==> src/rtl/fetch_if.sv <==
// Fetch-stage bus: PC out to instruction memory, returned word in, hazard/redirect controls, IF/ID register contents.
interface fetch_if #(
  parameter int unsigned ADDRESS_WIDTH = 32
);
  logic [ADDRESS_WIDTH-1:0] pc;
  logic [31:0]              instr;
  logic                     stall;
  logic                     redirect_valid;
  logic [ADDRESS_WIDTH-1:0] redirect_target;
  logic                     if_id_valid;
  logic [31:0]              if_id_instr;
  logic [ADDRESS_WIDTH-1:0] if_id_pc;
  logic [ADDRESS_WIDTH-1:0] if_id_pc_plus4;
  logic                     if_id_pred_taken;

  modport master (
    output pc, if_id_valid, if_id_instr, if_id_pc, if_id_pc_plus4, if_id_pred_taken,
    input  instr, stall, redirect_valid, redirect_target
  );

  modport slave (
    input  pc, if_id_valid, if_id_instr, if_id_pc, if_id_pc_plus4, if_id_pred_taken,
    output instr, stall, redirect_valid, redirect_target
  );
endinterface

==> src/rtl/fetch_stage.sv <==
// RV32I instruction-fetch stage: PC register, next-PC select and IF/ID pipeline register.
// Optional static backward-taken/forward-not-taken prediction is enabled by defining FETCH_BTFN_PREDICT_EN.
module fetch_stage #(
  parameter int unsigned      ADDRESS_WIDTH = 32,
  parameter logic [ADDRESS_WIDTH-1:0] RESET_VECTOR = 32'hBFC00000,
  parameter logic [31:0]      NOP_INSTR     = 32'h00000013
) (
  input  logic      clk,
  input  logic      rst,
  fetch_if.master   bus
);

  localparam int unsigned AW = ADDRESS_WIDTH;

  logic [AW-1:0] r_pc;
  logic          r_if_id_valid;
  logic [31:0]   r_if_id_instr;
  logic [AW-1:0] r_if_id_pc;
  logic [AW-1:0] r_if_id_pc_plus4;
  logic          r_if_id_pred_taken;

  logic [AW-1:0] w_pc_plus4;
  logic [AW-1:0] w_next_pc;
  logic          w_pred_taken;
  logic [AW-1:0] w_pred_target;

  assign w_pc_plus4 = r_pc + AW'(4);

`ifdef FETCH_BTFN_PREDICT_EN
  logic [31:0]   w_imm_b;
  logic [31:0]   w_imm_j;
  logic          w_is_back_br;
  logic          w_is_jal;
  logic [AW-1:0] w_target_sum;

  assign w_imm_b = {{20{bus.instr[31]}}, bus.instr[7], bus.instr[30:25], bus.instr[11:8], 1'b0};
  assign w_imm_j = {{12{bus.instr[31]}}, bus.instr[19:12], bus.instr[20], bus.instr[30:21], 1'b0};
  assign w_is_back_br = (bus.instr[6:0] == 7'b1100011) && bus.instr[31];
  assign w_is_jal     = (bus.instr[6:0] == 7'b1101111);

  always_comb begin
    w_target_sum = r_pc + AW'($signed(w_imm_b));
    if (w_is_jal) w_target_sum = r_pc + AW'($signed(w_imm_j));
  end

  // Prediction is suppressed whenever the hazard unit or execute is steering the PC.
  assign w_pred_taken  = (w_is_back_br || w_is_jal) && !bus.stall && !bus.redirect_valid;
  assign w_pred_target = {w_target_sum[AW-1:2], 2'b00};
`else
  assign w_pred_taken  = 1'b0;
  assign w_pred_target = w_pc_plus4;
`endif

  // Next-PC select: redirect > stall > predicted target > sequential.
  always_comb begin
    w_next_pc = w_pc_plus4;
    if (bus.redirect_valid) begin
      w_next_pc = {bus.redirect_target[AW-1:2], 2'b00};
    end else if (bus.stall) begin
      w_next_pc = r_pc;
    end else if (w_pred_taken) begin
      w_next_pc = w_pred_target;
    end
  end

  always_ff @(posedge clk) begin
    if (rst) begin
      r_pc <= RESET_VECTOR;
    end else begin
      r_pc <= w_next_pc;
    end
  end

  // IF/ID register: flush on reset or redirect, hold on stall, otherwise capture the fetched word.
  always_ff @(posedge clk) begin
    if (rst || bus.redirect_valid) begin
      r_if_id_valid      <= 1'b0;
      r_if_id_instr      <= NOP_INSTR;
      r_if_id_pc         <= '0;
      r_if_id_pc_plus4   <= '0;
      r_if_id_pred_taken <= 1'b0;
    end else if (!bus.stall) begin
      r_if_id_valid      <= 1'b1;
      r_if_id_instr      <= bus.instr;
      r_if_id_pc         <= r_pc;
      r_if_id_pc_plus4   <= w_pc_plus4;
      r_if_id_pred_taken <= w_pred_taken;
    end
  end

  assign bus.pc               = r_pc;
  assign bus.if_id_valid      = r_if_id_valid;
  assign bus.if_id_instr      = r_if_id_instr;
  assign bus.if_id_pc         = r_if_id_pc;
  assign bus.if_id_pc_plus4   = r_if_id_pc_plus4;
  assign bus.if_id_pred_taken = r_if_id_pred_taken;

endmodule

==> src/flat_wrapper.sv <==
// flat-port wrapper written by rule: the top's interface ports become plain ports
module fetch_stage_flat 
#(
  parameter int unsigned      ADDRESS_WIDTH = 32,
  parameter logic [ADDRESS_WIDTH-1:0] RESET_VECTOR = 32'hBFC00000,
  parameter logic [31:0]      NOP_INSTR     = 32'h00000013
)
  (clk, rst, bus_pc, bus_if_id_valid, bus_if_id_instr, bus_if_id_pc, bus_if_id_pc_plus4, bus_if_id_pred_taken, bus_instr, bus_stall, bus_redirect_valid, bus_redirect_target);
  fetch_if #(.ADDRESS_WIDTH(ADDRESS_WIDTH)) bus_i ();
  input  logic clk;
  input  logic rst;
  output wire logic [$bits(bus_i.pc)-1:0] bus_pc;
  output wire logic [$bits(bus_i.if_id_valid)-1:0] bus_if_id_valid;
  output wire logic [$bits(bus_i.if_id_instr)-1:0] bus_if_id_instr;
  output wire logic [$bits(bus_i.if_id_pc)-1:0] bus_if_id_pc;
  output wire logic [$bits(bus_i.if_id_pc_plus4)-1:0] bus_if_id_pc_plus4;
  output wire logic [$bits(bus_i.if_id_pred_taken)-1:0] bus_if_id_pred_taken;
  input wire logic [$bits(bus_i.instr)-1:0] bus_instr;
  input wire logic [$bits(bus_i.stall)-1:0] bus_stall;
  input wire logic [$bits(bus_i.redirect_valid)-1:0] bus_redirect_valid;
  input wire logic [$bits(bus_i.redirect_target)-1:0] bus_redirect_target;
  assign bus_pc = bus_i.pc;
  assign bus_if_id_valid = bus_i.if_id_valid;
  assign bus_if_id_instr = bus_i.if_id_instr;
  assign bus_if_id_pc = bus_i.if_id_pc;
  assign bus_if_id_pc_plus4 = bus_i.if_id_pc_plus4;
  assign bus_if_id_pred_taken = bus_i.if_id_pred_taken;
  assign bus_i.instr = bus_instr;
  assign bus_i.stall = bus_stall;
  assign bus_i.redirect_valid = bus_redirect_valid;
  assign bus_i.redirect_target = bus_redirect_target;
  fetch_stage #(.ADDRESS_WIDTH(ADDRESS_WIDTH), .RESET_VECTOR(RESET_VECTOR), .NOP_INSTR(NOP_INSTR)) u_core (.clk(clk), .rst(rst), .bus(bus_i));
endmodule
==> config.mk <==
export PLATFORM = sky130hd
export DESIGN_NAME = fetch_stage_flat
export DESIGN_NICKNAME = d
export VERILOG_FILES = /design/src/rtl/fetch_if.sv /design/src/rtl/fetch_stage.sv /design/src/flat_wrapper.sv
export SDC_FILE = /design/constraint.sdc
export NUM_CORES = 1
export LEC_CHECK = 0
export CAP_MARGIN = 20
export CELL_PAD_IN_SITES_DETAIL_PLACEMENT = 2
export CELL_PAD_IN_SITES_GLOBAL_PLACEMENT = 2
export CORE_ASPECT_RATIO = 1.2
export CORE_MARGIN = 5
export CORE_UTILIZATION = 27
export CTS_CLUSTER_DIAMETER = 60
export DETAILED_ROUTE_END_ITERATION = 10
export PLACE_DENSITY_LB_ADDON = 0.1
export SETUP_SLACK_MARGIN = 0.2
export SYNTH_ARGS = -nofsm -noshare
export SYNTH_HDL_FRONTEND = slang
export SYNTH_SLANG_ARGS = --single-unit
==> constraint.sdc <==
create_clock -name clk -period 3.37 [get_ports clk]
set_input_delay 0.674 -clock clk [delete_from_list [all_inputs] [get_ports clk]]
set_output_delay 0.674 -clock clk [all_outputs]
set_load 0.05 [all_outputs]
After elaboration in Yosys (flattened, before gate mapping). Index checks and enable logic that the tools add are counted.

Input bits: 68. Bits in registers: 129.

Eq/ne operators: 1. Multiplexer cells: 2. Reduce and logical (&&, ||, !) cells: 2. Add/sub/neg operators: 1.

Operator list (count): two-way mux 32 bit (2); adder 32 x 3 -> 32 bit (second input constant) (1); inequality test 2 x 1 -> 1 bit (second input constant) (1); OR reduction 2 bit (1); logical OR 1 bit (1).

Longest topological paths before layout. Gate-level depths: netlist (run 1).

Word-level depth: 3. Mapped depth: 7. Mapped depth without buffers: 6.

Worst setup path after synthesis (run 1). Ideal clock, no wire load.

Kind: register -> register. Start point: register u_core.r_pc[17], in the netlist u_core.bus.pc[17]. End point: register u_core.r_pc[28], in the netlist u_core.bus.pc[28]. Library setup time: 0.131 ns. Arrival time: 2.224 ns. Setup slack: 1.015 ns. Cell stages (with the launch flop): 8. Buffers on the path: 2. Path through: dfxtp_1 > buf_2 > nand3_1 > or4_4 > buf_6 > nor4_2 > xnor2_1 > a21oi_1.

Word-level cells in the longest chain between the ends: 3.

RTL lines: start: declaration (line fetch_stage.sv:15) `logic [AW-1:0] r_pc;`; start signal: assignment (line fetch_stage.sv:70) `r_pc <= w_next_pc;`; adder 32 x 3 -> 32 bit (line fetch_stage.sv:27) `assign w_pc_plus4 = r_pc + AW'(4);`; two-way mux 32 bit (line fetch_stage.sv:59) `end else if (bus.stall) begin`; two-way mux 32 bit (line fetch_stage.sv:57) `if (bus.redirect_valid) begin`.

No other way between the ends. The select of a mux whose other input is x is not followed. A chain may end at the register's enable or synchronous reset.

Final worst setup path (run 1).
Start point: register u_core.r_pc[6], in the netlist u_core.bus.pc[6]. End point: output bus_pc[6].

RTL lines: end: declaration (line flat_wrapper.sv:12) `output wire logic [$bits(bus_i.pc)-1:0] bus_pc;`.

No word-level cell between the ends.

==> results of run 1 <==
-- registers in the layout (all words and copies together), names as in the netlist --
name and flops:
u_core.bus.pc 30, u_core.bus.if_id_pc_plus4 30, u_core.bus.if_id_instr 32, u_core.bus.if_id_pc 30, u_core.bus.if_id_valid 1
-- area by class of cell --
| type | count | area share |
|---|---|---|
| clock buffers | 20 | 0.05417 |
| clock inverters | 12 | 0.01847 |
| inverters | 6 | 0.002794 |
| multi-input cells | 425 | 0.3334 |
| flip-flops and latches | 123 | 0.3054 |
| well taps | 261 | 0.04051 |
| repair buffers | 201 | 0.2452 |
-- where the power goes --
group          switching (W)  total, W  internal (W)
Clock               0.000697   0.00186       0.00116
Sequential         0.0000805   0.00160       0.00152
Combinational       0.000417  0.000673      0.000256
Total                0.00119   0.00412       0.00293
-- path summary, 6_finish.rpt --
path	startpoint	end
setup / recovery	u_core.bus.pc[6]$_SDFFE_PP0P_	bus_pc[6]
hold / removal	u_core.bus.if_id_valid$_SDFFE_PP0N_	u_core.bus.if_id_valid$_SDFFE_PP0N_
setup reg to reg	u_core.bus.pc[2]$_SDFFE_PP0P_	u_core.bus.pc[18]$_SDFFE_PP0P_
hold reg to reg	u_core.bus.if_id_valid$_SDFFE_PP0N_	u_core.bus.if_id_valid$_SDFFE_PP0N_
-- metrics by stage --
stage,cells,hold WS (ps)
final,1048,457.4
after global routing,1048,490.2
after CTS,1048,458.7
after detailed placement,1016,444.9
after global placement,1016,439.4
after floorplan,613,685.7
-- logic make-up after synthesis --
logic type | count (synthesis)
mux | 64
fa+ha+maj | 1
other cells | 1
flops | 123
buf+inv | 65
simple gates | 216
compound gates | 89
xor+xnor | 48
-- metal layers --
| layer | track usage | up-vias | wire length [um] |
|---|---|---|---|
| li1 | - | 2414 | - |
| met1 | 0.1891 | 2514 | 7951 |
| met2 | 0.3261 | 133 | 10720 |
| met3 | 0.06884 | 22 | 1574 |
| met4 | 0.05116 | 2 | 280 |
| met5 | 0 | - | 11 |
-- cells in the final DEF (no fill, tap or decap), types with 14 or more instances in the layout --
cell type	count
nand2_1	37
clkbuf_16	17
nand3_1	19
xnor2_1	26
mux2i_1	64
xor2_1	22
dfxtp_1	123
nand4_1	16
buf_4	14
a21oi_1	40
clkdlybuf4s50_1	187
o21ai_0	25
nor2_1	96
==> summary.txt, run 1 <==
Drt
  – First-pass DRT Iterations: 4
  – DRC Markers: 0
  – Mean routed wirelength per cell: approximately 20 um
  – Via density: 4.852
  – Iter 0 DRT Violations: 217
  – Post-route antenna net violation count: 0
  – Total number of vias: between 5,000 and 6,000
  – Total Wirelength: 20,540 um

Die
  – Initial core utilization: 0.2758
  – Die area: roughly 23,000 um2
  – Die height: between 150 and 200 um
  – FP Rows: 56
  – Core Region: 19,620 um2
  – Ports: 198
  – Die outline width: 139.2 um

Worst setup path
  – Highest net fanout along the worst path: 11
  – Crit-path max cell delay: 890 ps
  – CP Launch Type: flip-flop
  – Cell Chain, Critical Path: clkdlybuf4s50_1
  – Flop2flop setup slack: 900 ps
  – Endpoint class of the critical path: output pin
  – CP max-delay cell: clkdlybuf4s50_1
  – Buf/Inv on CP: 1
  – Worst Reg-to-Reg Cells: 6
  – CP Depth: 1
  – WS Path Type: flip-flop to output pin
  – Worst EP arrival: just under 2000 ps
  – Delay-heaviest family, CP: buffers and inverters
  – Crit path required time: 2700 ps

STA
  – Max-slew violation count: 0
  – Worst Tran Pin Value: 659.3 ps
  – Clk_skew: 7.005 ps
  – Fin crit period: 2602 ps
  – Fmax: approximately 0.38 GHz
  – Max-slew headroom: 0.5589
  – Setup Viol. Count Final: 0
  – Tcrit/Tclk final: 0.7722
  – Setup TNS: 0 ps
  – Worst setup margin: 767.6 ps
  – RSZ-0062 raised after global routing: false
  – Final hold vios: 0

Synth
  – Sequential area share after synthesis: 0.4550
  – Biggest area consumer among synthesized cells: dfxtp_1
  – Main combinational cell family by area after synthesis: simple AND/OR/NAND/NOR gates
  – Synthesis-stage register bit count: 123
  – Top cell types by occurrence after synthesis: dfxtp_1 (123), nor2_1 (97), mux2i_1 (64), a21oi_1 (40), nand2_1 (38)
  – Main synth FF type: dfxtp_1
  – Post-Syn Instances: 607
  – Synth warn: 0
  – Most common cell in the synthesized netlist: dfxtp_1
  – Share of the synthesized area in the top cell type: 0.4550
  – Synth Area in Compound Gates: 0.09642
  – XOR/XNOR Fraction of Synth Area: 0.07769
  – Ranking of synthesized cells by area: dfxtp_1 (46%), mux2i_1 (12%), nor2_1 (6.7%)
  – Synth Area in Simple Gates: 0.1961
  – FFs w/ async S/R, synth: 0
  – Post-synthesis mux area share: 0.1184
  – EDFF count, synth: 0
  – Adder-Cell Fraction of Synth Area: 0.002312
  – Yosys cell types: 44
  – Synthesized area per cell: 8.915 um2
  – Synthesized area: 5411 um2

CTS
  – Cts hold-fix bufs: 0
  – Post-CTS setup buffers: 0
  – Clock Path Buffers: 2
  – Clock transition at path regs: 60 ps
  – Clock sink count: around 120
  – Resized cells post-CTS: 0
  – CTS Root Cell: clkbuf_16
  – CTS tree: built
  – Num CTS Buffers: 17
  – Clock Latency Late Sink: approximately 420 ps
  – Htree depth: 4

Global route
  – Initial antenna violation count: 1
  – Global-route usage over all layers: 0.1774
  – Grt ovf: 0
  – Largest net degree at the start of global routing: 31
  – Vias in the first global route: 5,681
  – First-pass GRT wire length: 32,210 um

Power
  – Maximum VDD drop: around 0.00032 V
  – Cell Pwr Density: between 500 and 600 nW/um2
  – Power Total: 0.004124 W
  – Static leakage: slightly above 3 nW

Hold path
  – Worst hold path class: flip-flop to flip-flop
  – Worst hold stages: 1

Final layout
  – Post-route cell area: around 8100 um2
  – Layout area overhead: 48.97%
  – Register area: 2462 um2
  – Core Util, Final: 0.4109
  – Nets: 843
  – Multi-input logic area: 2688 um2
  – Fill count: 2,137
  – Diode count: 0
  – Fraction of layout cells with a size suffix above 1: 0.06861

Placement
  – Input/output buffers: 188
  – Post-Place Setup Slack: 817.7 ps
  – DP Area: 7476 um2
  – RD Place Congestion: 0.7321
  – DPL Wire Length: between 10,000 and 15,000 um

Run
  – Max_cap viols: 0

Outcome
  – Status: finished, final reports clean
No activity file was read; power rests on OpenSTA's default activity.
==> run 2: changes to the inputs <==
--- a/config.mk
+++ b/config.mk
@@ -10,7 +10,7 @@
 export CELL_PAD_IN_SITES_GLOBAL_PLACEMENT = 2
 export CORE_ASPECT_RATIO = 1.2
 export CORE_MARGIN = 5
-export CORE_UTILIZATION = 27
+export CORE_UTILIZATION = 23
 export CTS_CLUSTER_DIAMETER = 60
 export DETAILED_ROUTE_END_ITERATION = 10
 export PLACE_DENSITY_LB_ADDON = 0.1
==> constraint.sdc (replaced) <==
create_clock -name clk -period 2.15 [get_ports clk]
set_input_delay 0.43 -clock clk [delete_from_list [all_inputs] [get_ports clk]]
set_output_delay 0.43 -clock clk [all_outputs]
set_load 0.05 [all_outputs]
==> summary.txt, run 2 (synthesis results as in run 1) <==
Global route
  – Grt ovf: 0 (unchanged)
  – Vias in the first global route: 5,772 (+1.6%)
  – First-pass GRT wire length: 32,810 um (+1.9%)
  – Largest net degree at the start of global routing: 45 (+45%)
  – Initial antenna violation count: 2 (+1)
  – Global-route usage over all layers: 0.1587 (-0.01871)

Worst setup path
  – Crit path required time: 2450 ps (-250 ps)
  – Worst EP arrival: 2200 ps (+270 ps)
  – WS Path Type: flip-flop to flip-flop
  – Endpoint class of the critical path: flip-flop
  – CP Launch Type: flip-flop
  – Worst Reg-to-Reg Cells: 6 (unchanged)
  – Highest net fanout along the worst path: 6 (-5)

Drt
  – Via density: 4.551 (-6.2%)
  – Mean routed wirelength per cell: 18.72 um (-4.5%)
  – Total number of vias: 5,165 (+1.6%)
  – Post-route antenna net violation count: 0 (unchanged)
  – Iter 0 DRT Violations: 149 (-31%)
  – Total Wirelength: 21,250 um (+3.5%)
  – DRC Markers: 0 (unchanged)
  – First-pass DRT Iterations: 4 (unchanged)

STA
  – Tcrit/Tclk final: 0.8854
  – Worst Tran Pin Value: 557.5 ps (-101.8 ps)
  – Fmax: 0.5253 GHz
  – Clk_skew: 8.527 ps (+1.522 ps)
  – Max-slew headroom: 0.6298 (+0.07090)
  – Max-slew violation count: 0 (unchanged)
  – RSZ-0062 raised after global routing: true
  – Fin crit period: 1904 ps
  – Final hold vios: 0 (unchanged)
  – Setup Viol. Count Final: 0 (unchanged)
  – Setup TNS: 0 ps (unchanged)

CTS
  – Htree depth: 4 (unchanged)
  – Clock Path Buffers: 2 (unchanged)
  – CTS tree: built
  – Cts hold-fix bufs: 0 (unchanged)
  – CTS Root Cell: clkbuf_16
  – Clock sink count: 123 (unchanged)
  – Clock transition at path regs: 60 ps (about the same)
  – Clock Latency Late Sink: 420 ps (about the same)
  – Num CTS Buffers: 17 (unchanged)

Placement
  – DPL Wire Length: 15,600 um (+4.7%)
  – Input/output buffers: 188 (unchanged)
  – Dpl cells: 1,090 (+7.3%)
  – RD Place Congestion: 0.7038 (-3.9%)

Die
  – Ports: 198 (unchanged)
  – FP Rows: 61 (+8.9%)
  – Die height: 178.0 um (+7.8%)
  – Core Region: 23,200 um2 (+18%)
  – Die outline width: 150.0 um (+7.7%)
  – Initial core utilization: 0.2332 (-0.04260)
  – Die area: 26,710 um2 (+16%)

Run
  – Max_cap viols: 0 (unchanged)

Final layout
  – Fraction of layout cells with a size suffix above 1: 0.1598 (+0.09114)
  – Max reg flops: 32 (unchanged)
  – Post-route insts no fill: 1,135 (+8.3%)
  – Nets: 876 (+3.9%)
  – Diode count: 0 (unchanged)
  – Commonest non-fill, non-tap cell in the layout: dlygate4sd2_1
  – Layout area overhead: 56.12%
  – Fill count: 2,648 (+24%)
  – Commonest cells after routing, fill and taps aside: dlygate4sd2_1 (117), dfxtp_1 (97), nor2_1 (96), mux2i_1 (64), clkdlybuf4s50_1 (64)

Hold path
  – Worst hold stages: 1 (unchanged)
  – Worst hold path class: flip-flop to flip-flop

Outcome
  – Status: finished, final reports clean

Power
  – Static leakage: 3.713 nW (+22%)
  – Cell Pwr Density: 744.5 nW/um2 (+46%)
  – Maximum VDD drop: 0.0005395 V (+69%)
run 2: what timing repair did:
action	in CTS	in global routing
endpoints found under the setup margin	122	20
pin swaps	1	5
resized for setup	119	11
endpoints found under the hold margin	0	0
buffers inserted	1	12
run 2: path summary, 6_finish.rpt:
kind / from / end / slack [ps]
worst max-delay path: u_core.bus.pc[15]$_SDFFE_PP0P_ / u_core.bus.if_id_pc_plus4[28]$_SDFFE_PP0N_ / 250
worst min-delay path: u_core.bus.if_id_valid$_SDFFE_PP0N_ / u_core.bus.if_id_valid$_SDFFE_PP0N_ / 460
worst max register to register: u_core.bus.pc[15]$_SDFFE_PP0P_ / u_core.bus.if_id_pc_plus4[28]$_SDFFE_PP0N_ / 250
worst min register to register: u_core.bus.if_id_valid$_SDFFE_PP0N_ / u_core.bus.if_id_valid$_SDFFE_PP0N_ / 460
run 2: layout make-up:
type / count / area [um2] / share of cell area
multi-input combinational: 425 / 2790 / 0.3303
sequential: 123 / 2540 / 0.3007
timing repair buffer: 234 / 2138 / 0.2531
clock buffer: 21 / 480.5 / 0.05687
tap: 315 / 394.1 / 0.04665
clock inverter: 11 / 82.58 / 0.009775
inverter: 6 / 22.52 / 0.002666
run 2: metal layers:
metal  vias up  track usage  part of all wire
met1      2520       0.1813              0.41
met2       141       0.2739              0.50
li1       2470            -                 -
met5         -            0            0.0013
met3        30      0.05540             0.069
met4         4      0.05645             0.018
run 2: critical path, cell delays in order, from the launching register on:
cell     delay, ps
dfxtp_4        390
nand3_4        110
or4_4          540
buf_12         160
or3_4          330
xor2_1         170
a21oi_1         90
run 2: report_power, final:
group | internal [W] | total, W | switching [W]
combinational | 0.000383 | 0.00107 | 0.000690
sequential | 0.00237 | 0.00247 | 0.000102
clock | 0.00161 | 0.00274 | 0.00113
run 2: metrics by stage:
stage	worst slack [ps]	total power [W]	instance area [um2]	utilization	hold WS (ps)
CTS	200.4	0.006405	8298	0.3576	456.1
floorplan	170.1	0.003200	5603	-	508.0
global route	186.2	0.006574	8448	0.3641	492.5
global placement	151.2	0.003628	7869	0.3391	441.8
finish	246.5	0.006290	8448	0.3641	455.5
detailed placement	92.06	0.003656	7869	0.3391	447.0
